File: config.mk
export PLATFORM = sky130hd
export DESIGN_NAME = minterm_sweeper
export DESIGN_NICKNAME = d
export VERILOG_FILES = /design/src/rtl/minterm_pkg.sv /design/src/rtl/sweep_counter.sv /design/src/rtl/minterm_sweeper.sv
export SDC_FILE = /design/constraint.sdc
export NUM_CORES = 1
export LEC_CHECK = 0
export ABC_AREA = 1
export CAP_MARGIN = 20
export CELL_PAD_IN_SITES_DETAIL_PLACEMENT = 0
export CELL_PAD_IN_SITES_GLOBAL_PLACEMENT = 1
export CORE_UTILIZATION = 35
export DETAILED_ROUTE_END_ITERATION = 10
export PLACE_DENSITY_LB_ADDON = 0.2
export SLEW_MARGIN = 30
export SYNTH_ARGS = -nofsm -noshare
export SYNTH_HDL_FRONTEND = slang
export SYNTH_HIERARCHICAL = 1
export SYNTH_SLANG_ARGS = --single-unit
export TNS_END_PERCENT = 100
File: constraint.sdc
create_clock -name clk -period 1.68 [get_ports clk]
set_clock_uncertainty 0.05 [all_clocks]
set_input_delay 0.252 -clock clk [delete_from_list [all_inputs] [get_ports clk]]
set_output_delay 0.252 -clock clk [all_outputs]
set_load 0.005 [all_outputs]
File: src/rtl/minterm_pkg.sv
// Shared types for the minterm sweeper: FSM state encoding and the
// minterm-count helper used to size the truth table.
package minterm_pkg;

  typedef enum logic [1:0] {
    ST_IDLE  = 2'd0,
    ST_SWEEP = 2'd1,
    ST_DONE  = 2'd2
  } state_e;

  function automatic int n_minterms(input int n_in);
    return 1 << n_in;
  endfunction

endpackage

File: src/rtl/sweep_counter.sv
// N-bit minterm index counter with synchronous clear, count enable and a
// terminal-count flag marking the last minterm.
module sweep_counter #(
  parameter int WIDTH = 4
) (
  input  logic             clk,
  input  logic             reset,
  input  logic             i_clr,
  input  logic             i_en,
  output logic [WIDTH-1:0] o_count,
  output logic             o_tc
);

  logic [WIDTH-1:0] r_count;

  // NOTE: clocked state is written with non-blocking assignments only, so every
  // register samples pre-edge values regardless of block ordering.
  always_ff @(posedge clk) begin
    if (reset) begin
      r_count <= '0;
    end else if (i_clr) begin
      r_count <= '0;
    end else if (i_en) begin
      r_count <= r_count + WIDTH'(1);
    end
  end

  assign o_count = r_count;
  assign o_tc    = &r_count;

endmodule

File: src/rtl/minterm_sweeper.sv
// Programmable N-input Boolean function evaluator: sweeps every minterm of a
// runtime-loadable truth table and accumulates ON-set size and lowest ON index.
module minterm_sweeper
  import minterm_pkg::*;
#(
  parameter int                   N_IN    = 4,
  parameter logic [(1<<N_IN)-1:0] TT_INIT = 16'hEEE0
) (
  input  logic                 clk,
  input  logic                 reset,
  input  logic                 start,
  input  logic                 step_en,
  input  logic                 tt_load,
  input  logic [(1<<N_IN)-1:0] tt_in,
  output logic [N_IN-1:0]      in_vec,
  output logic                 q,
  output logic [N_IN-1:0]      q_idx,
  output logic                 q_valid,
  output logic                 busy,
  output logic                 done,
  output logic [N_IN:0]        ones_count,
  output logic                 found,
  output logic [N_IN-1:0]      first_one
);

  localparam int N_MINTERMS = n_minterms(N_IN);
  localparam int CW         = N_IN + 1;

  state_e                  r_state;
  state_e                  w_next_state;
  logic [N_MINTERMS-1:0]   r_table;
  logic                    r_q;
  logic [N_IN-1:0]         r_q_idx;
  logic                    r_q_valid;
  logic [N_IN:0]           r_ones_count;
  logic                    r_found;
  logic [N_IN-1:0]         r_first_one;

  logic                    w_step;
  logic                    w_clear;
  logic                    w_last;
  logic                    w_bit;
  logic [N_IN-1:0]         w_in_vec;
  logic                    w_busy;
  logic                    w_done;

  assign w_step  = (r_state == ST_SWEEP) && step_en;
  assign w_clear = (r_state == ST_IDLE) && start;
  assign w_bit   = r_table[w_in_vec];

  sweep_counter #(
    .WIDTH (N_IN)
  ) u_counter (
    .clk     (clk),
    .reset   (reset),
    .i_clr   (w_clear),
    .i_en    (w_step),
    .o_count (w_in_vec),
    .o_tc    (w_last)
  );

  always_ff @(posedge clk) begin
    if (reset) begin
      r_state <= ST_IDLE;
    end else begin
      r_state <= w_next_state;
    end
  end

  // NOTE: every signal driven here gets a default first so no path can leave
  // it unassigned and infer a latch.
  always_comb begin
    w_next_state = r_state;
    w_busy       = 1'b0;
    w_done       = 1'b0;
    unique case (r_state)
      ST_IDLE: begin
        if (start) w_next_state = ST_SWEEP;
      end
      ST_SWEEP: begin
        w_busy = 1'b1;
        if (w_step && w_last) w_next_state = ST_DONE;
      end
      ST_DONE: begin
        w_done       = 1'b1;
        w_next_state = ST_IDLE;
      end
      default: w_next_state = ST_IDLE;
    endcase
  end

  // NOTE: the truth table is a plain register, not a RAM, so it is reset to
  // TT_INIT like any other state.
  always_ff @(posedge clk) begin
    if (reset) begin
      r_table      <= TT_INIT;
      r_q          <= 1'b0;
      r_q_idx      <= '0;
      r_q_valid    <= 1'b0;
      r_ones_count <= '0;
      r_found      <= 1'b0;
      r_first_one  <= '0;
    end else begin
      r_q_valid <= 1'b0;
      unique case (r_state)
        ST_IDLE: begin
          // A load coincident with start lands before the first step reads the table.
          if (tt_load) r_table <= tt_in;
          if (start) begin
            r_ones_count <= '0;
            r_found      <= 1'b0;
            r_first_one  <= '0;
          end
        end
        ST_SWEEP: begin
          if (step_en) begin
            r_q       <= w_bit;
            r_q_idx   <= w_in_vec;
            r_q_valid <= 1'b1;
            if (w_bit) begin
              r_ones_count <= r_ones_count + CW'(1);
              if (!r_found) begin
                r_found     <= 1'b1;
                r_first_one <= w_in_vec;
              end
            end
          end
        end
        default: ;
      endcase
    end
  end

  assign in_vec     = w_in_vec;
  assign q          = r_q;
  assign q_idx      = r_q_idx;
  assign q_valid    = r_q_valid;
  assign busy       = w_busy;
  assign done       = w_done;
  assign ones_count = r_ones_count;
  assign found      = r_found;
  assign first_one  = r_first_one;

endmodule
**After elaboration in Yosys (flattened, before gate mapping)**

Index checks and enable logic that the tools add are counted.

- Add/subtract/negate cells: 2
- Order comparisons: 1
- Equal/unequal tests: 7
- Mux-type cells: 21
- Bitwise logic cells: 1
- Reduce and logical (&&, ||, !) cells: 13

Operators by type and width:

| operator | count |
|---|---|
| $mux 4 | 4 |
| $mux 5 | 3 |
| $pmux 5 s2 | 1 |
| $ne 2x2->1 const B | 4 |
| $pmux 4 s2 | 1 |
| $reduce_and 4->1 | 2 |
| $mux 1 | 7 |
| $reduce_and 2->1 | 3 |
| $add 5x1->5 const B | 1 |
| $lt 4x5->1 const B | 1 |
| $reduce_and 5->1 | 1 |
| $add 4x1->4 const B | 1 |
| $bmux 1 s4 | 1 |
| $mux 2 | 2 |
| $pmux 2 s2 | 1 |
| $reduce_or 2->1 | 2 |
| $logic_and 1x1->1 | 3 |
| $eq 2x1->1 const B | 1 |
| $eq 2x2->1 const B | 1 |
| $logic_not 2->1 | 1 |
| $ne 2x1->1 const B | 1 |
| $pmux 1 s2 | 1 |
| $reduce_bool 2->1 | 1 |
| $not 1->1 | 1 |

- Register bits: 38
- Input bits: 21
- Output and inout port bits: 22
- Word-level logic and storage cells: 54

**Longest topological paths before layout**

- Word-level depth: 5
- Depth in mapped cells: 11
- Mapped depth without buffers: 10

**Cells and area by module**

The synthesis kept the hierarchy.

By module, submodules not included:

| module | instances | cells an instance | area an instance (µm²) | sequential area each (µm²) |
|---|---|---|---|---|
| minterm_sweeper | 1 | 209 | 1567.8 | 680.7 |
| sweep_counter | 1 | 23 | 172.7 | 80.1 |

**Worst setup path before layout**

No wires, ideal clock.

- Path kind: reg-to-reg
- Start point: register u_counter.r_count[0], in the netlist u_counter/o_count[0]
- End point: register r_ones_count[0], in the netlist ones_count[0]
- Data arrival time: 1259 ps
- Data required time: 1516 ps
- Path slack: 257 ps
- Stages on the path, launching flop included: 10
- Buffers on the path: 0
- Cells stage by stage: dfxtp_1 > inv_1 > nand2_1 > nand3_1 > nand3_1 > nand3_2 > nand2_2 > nand2_4 > a21oi_1 > nor2_1

- Cells in the longest elaborated chain, start to end: 4

Ends and longest elaborated chain:

| element | RTL line | source |
|---|---|---|
| from (decl) | sweep_counter.sv:14 | `logic [WIDTH-1:0] r_count;` |
| from (signal assigned) | sweep_counter.sv:24 | `r_count <= r_count + WIDTH'(1);` |
| $bmux 1 s4 | minterm_sweeper.sv:49 | `assign w_bit = r_table[w_in_vec];` |
| $mux 1 (not written as such) | minterm_sweeper.sv:49 |  |
| $ne 2x2->1 (no source line) | -- |  |
| $reduce_and 4->1 (no source line) | -- |  |
| to (signal assigned) | minterm_sweeper.sv:121 | `r_ones_count <= r_ones_count + CW'(1);` |
| to (decl) | minterm_sweeper.sv:35 | `logic [N_IN:0] r_ones_count;` |

No other way between the ends. The select of a mux whose other input is x is not followed.
A chain may end at the register's enable or synchronous reset.

**Final worst setup path**

- Start point: register r_ones_count[2], in the netlist ones_count[2]
- End point: output ones_count[2]

RTL lines:

| element | RTL line | source |
|---|---|---|
| to (decl) | minterm_sweeper.sv:21 | `output logic [N_IN:0] ones_count,` |

No word-level cell between the ends.

==> results_tabular.tex <==
\begin{tabular}{lr}
\hline
Metric & Value \\
\hline
\multicolumn{2}{l}{\textbf{Route}} \\
Count of nets left with antenna violations after detail routing & 0 \\
Total routed wire length on the met1 layer & around 2000 um \\
Via total after detailed routing & 1,652 \\
DRC Markers & 0 \\
Per-cell via count in the routed design & between 4 and 5 \\
Number of DRC markers in iteration 0 & 45 \\
First-pass iteration count of the detailed router & 4 \\
Uppermost layer routed & met4 \\
Met3 routed wirelength & 158 um \\
DR WL met2 & between 1500 and 2000 um \\
Post-DR wirelength/cell & $\sim$11 um \\
Total Wirelength & 3980 um \\
\multicolumn{2}{l}{\textbf{Flow run}} \\
Max cap viols & 0 \\
\multicolumn{2}{l}{\textbf{Synth}} \\
Count of cell types in the netlist & 26 \\
Post-Syn Nets & roughly 260 \\
Seq cells post-synth & 38 \\
Share of synthesized area occupied by flip-flops and latches & a little over two fifths \\
Post-Synthesis Cell Area & about 1700 um2 \\
Synth warn & 6 \\
Per-instance average area after synthesis & around 7.5 um2 \\
Number of standard cells after synthesis & $\sim$230 \\
\multicolumn{2}{l}{\textbf{Floorplanning}} \\
Die X-Extent & around 73 um \\
Number of core rows & 25 \\
Die height & 72.5 um \\
Die footprint & around 5300 um2 \\
Effective utilization at floorplan & approximately 37\% \\
Core region area & approximately 4800 um2 \\
I/O pin count & 43 \\
\multicolumn{2}{l}{\textbf{Timing}} \\
Final setup TNS & 0 ns \\
Actual slew at the worst max-slew pin & roughly 0.28 ns \\
Setup repair after global routing missed its margin & false \\
Count of final max-slew check failures & 0 \\
Final worst path period need & between 1.5 and 2 ns \\
Number of hold violations in the final report & 0 \\
Slew Limit Headroom & between 80\% and 90\% \\
Fmax & around 620 MHz \\
Total of endpoints with negative setup slack in the final report & 0 \\
Fraction of the cycle the final worst path needs & 96.3\% \\
Crit path setup slack, layout & $\sim$0.061 ns \\
\multicolumn{2}{l}{\textbf{Pwr}} \\
Worst-case vdd ir drop & about 0.42 mV \\
Comb pwr share & between 10\% and 20\% \\
Relative contribution of sequential cells to total power & approximately half \\
Proportion of power drawn by the clock network & 32.5\% \\
Switching part of the total & about a quarter \\
Switching Power & between 0.0005 and 0.0006 W \\
Leakage power total & approximately 1.0 nW \\
Int Pwr & between 0.001 and 0.0015 W \\
P per Cell Area & 807 nW/um2 \\
\multicolumn{2}{l}{\textbf{Clocking}} \\
TritonCTS clock tree & yes \\
Number of buffers inserted for hold repair after clock tree synthesis & 0 \\
Clock latency reported for the late side of the worst-skew pair & 0.29 ns \\
Clock slew at reported path FFs & about 0.070 ns \\
Max Buffers Root-to-Sink & 2 \\
CTS Sinks & 38 \\
CTS H-tree depth & 2 \\
Clock root buffer master & clkbuf\_8 \\
Number of buffers added by the clock tree synthesis step & 5 \\
\multicolumn{2}{l}{\textbf{Worst hold path}} \\
Worst hold-check path type & reg -> reg \\
\multicolumn{2}{l}{\textbf{Placed design}} \\
Post-detail-place hpwl & 2910 um \\
Standard cell area after detailed placement & 2300 um2 \\
GP Congestion & about 0.79 \\
Count of buffers inserted at the top-level ports & 42 \\
Placement Setup Slack & $\sim$0.074 ns \\
\multicolumn{2}{l}{\textbf{Critical path}} \\
Path type of the worst setup path & reg -> out \\
Delay of the slowest cell on the worst path & between 0.5 and 0.6 ns \\
Cell chain of the critical path & clkdlybuf4s50\_1 \\
Req. time, crit path & about 1.4 ns \\
Buffers and inverters on the worst path & 1 \\
Critical path's slowest cell & clkdlybuf4s50\_1 \\
Kind of start point of the critical path & register \\
Kind of capture point of the worst setup path & output pin \\
Max Fanout on Critical Path & 7 \\
Critical path data arrival time & between 1 and 1.5 ns \\
Cell family with the largest share of critical-path delay & buffers and inverters \\
\multicolumn{2}{l}{\textbf{Global routing}} \\
Antenna violations before repair & 0 \\
Number of global-route vias before repair & approximately 1,600 \\
First-pass GRT wire length & 6820 um \\
Remaining global-route overflow & 0 \\
Global-route usage over all layers & between 10\% and 20\% \\
Pin count of the biggest net entering global routing & 22 \\
\multicolumn{2}{l}{\textbf{Finish}} \\
Most common library cell in the layout ignoring fill and taps & nand2\_1 \\
Commonest cells after routing, fill and taps aside & nand2\_1 (48), clkdlybuf4s50\_1 (42), dfxtp\_1 (33), inv\_1 (29), a21oi\_1 (19) \\
Final core occ & approximately half \\
Total non-filler cell area in the finished layout & 2430 um2 \\
Layout net count & around 310 \\
Fraction of final layout cells sized beyond drive strength 1 & 17.5\% \\
Synthesis-to-finish area growth & 39.9\% \\
Fill cells & $\sim$500 \\
Count of inserted antenna diode cells & 0 \\
\multicolumn{2}{l}{\textbf{Outcome}} \\
Status & completed \\
\hline
\end{tabular}
[final timing paths]
check / from / slack (ns) / cells past startpoint / end
max reg2reg: u_counter/o_count[0] / 0.20 / 9 / ones_count[0]
min reg2reg: r_table[0] / 0.41 / 2 / r_table[0]
min: r_table[0] / 0.41 / 2 / r_table[0]
max: ones_count[2] / 0.06 / 1 / ones_count[2]
[power by group through the flow]
stage	registers, W	logic [W]	clock network [W]
6_report	0.000977	0.000348	0.000639
3_5_place_dp	0.000997	0.000338	0
2_1_floorplan	0.000997	0.000190	0
4_1_cts	0.000977	0.000344	0.000664
5_1_grt	0.000985	0.000391	0.000696
3_3_place_gp	0.000996	0.000338	0
[kinds of logic after synthesis]
group / synth area share, %
AO/OA/AOI/OAI: 15.0
XOR/XNOR: 0.503
adder cells (fa/ha/maj): 1.44
buffers and inverters: 10.1
flip-flops: 43.7
AND/OR/NAND/NOR: 29.3
[synthesized netlist by cell type]
cell type / count / area [um2]
inv_2: 5 / 18.8
o21ai_2: 2 / 17.5
nand3_2: 6 / 60.1
nor2_1: 16 / 60.1
nor2_2: 1 / 6.26
a21oi_1: 19 / 95.1
nand3_1: 18 / 90.1
clkbuf_1: 2 / 7.51
xor2_1: 1 / 8.76
nand2_4: 1 / 11.3
nor3_1: 1 / 5.00
buf_2: 2 / 10.0
inv_1: 29 / 109
dfxtp_1: 38 / 761
o21ai_1: 2 / 10.0
a31o_2: 2 / 17.5
buf_4: 1 / 7.51
nor2_4: 2 / 22.5
buf_6: 2 / 22.5
o21ai_0: 12 / 60.1
ha_1: 2 / 25.0
nand4_1: 8 / 50.1
nand2_1: 48 / 180
and3_1: 1 / 6.26
o211ai_1: 8 / 60.1
nand2_2: 3 / 18.8
[per-stage QoR]
step	total power, W	instances	hold WS [ns]
floorplan	0.00119	232	0.271
global placement	0.00133	346	0.389
detailed placement	0.00134	346	0.398
CTS	0.00198	355	0.410
global route	0.00207	359	0.433
finish	0.00196	359	0.410
[registers in the layout (all words and copies together), names as in the netlist]
register           cells
found                  1
q_idx                  4
q_valid                1
u_counter/o_count      4
r_table               16
r_state                2
ones_count             5
q                      1
first_one              4
[what timing repair did]
item | 4_1_cts | 5_1_grt
resized for setup | 0 | 5
pin swaps | 1 | 1
setup buffers | 1 | 4
endpoints found under the setup margin | 1 | 6
[metal layers]
layer	global-route usage (%)	vias up
met5	0	-
met4	7.19	0
met3	4.31	7
met2	26.7	32
met1	21.6	733
li1	-	880
[area by class of cell]
| type | instances | area (um2) | share of cell area, % |
|---|---|---|---|
| Multi-Input combinational cell | 153 | 805 | 33.0 |
| Clock buffer | 7 | 86.3 | 3.55 |
| Sequential cell | 38 | 767 | 31.5 |
| Timing Repair Buffer | 59 | 561 | 23.0 |
| Inverter | 34 | 128 | 5.24 |
| Clock inverter | 1 | 5.00 | 0.206 |
| Tap cell | 67 | 83.8 | 3.44 |
Power figures use the tool's default switching activity.
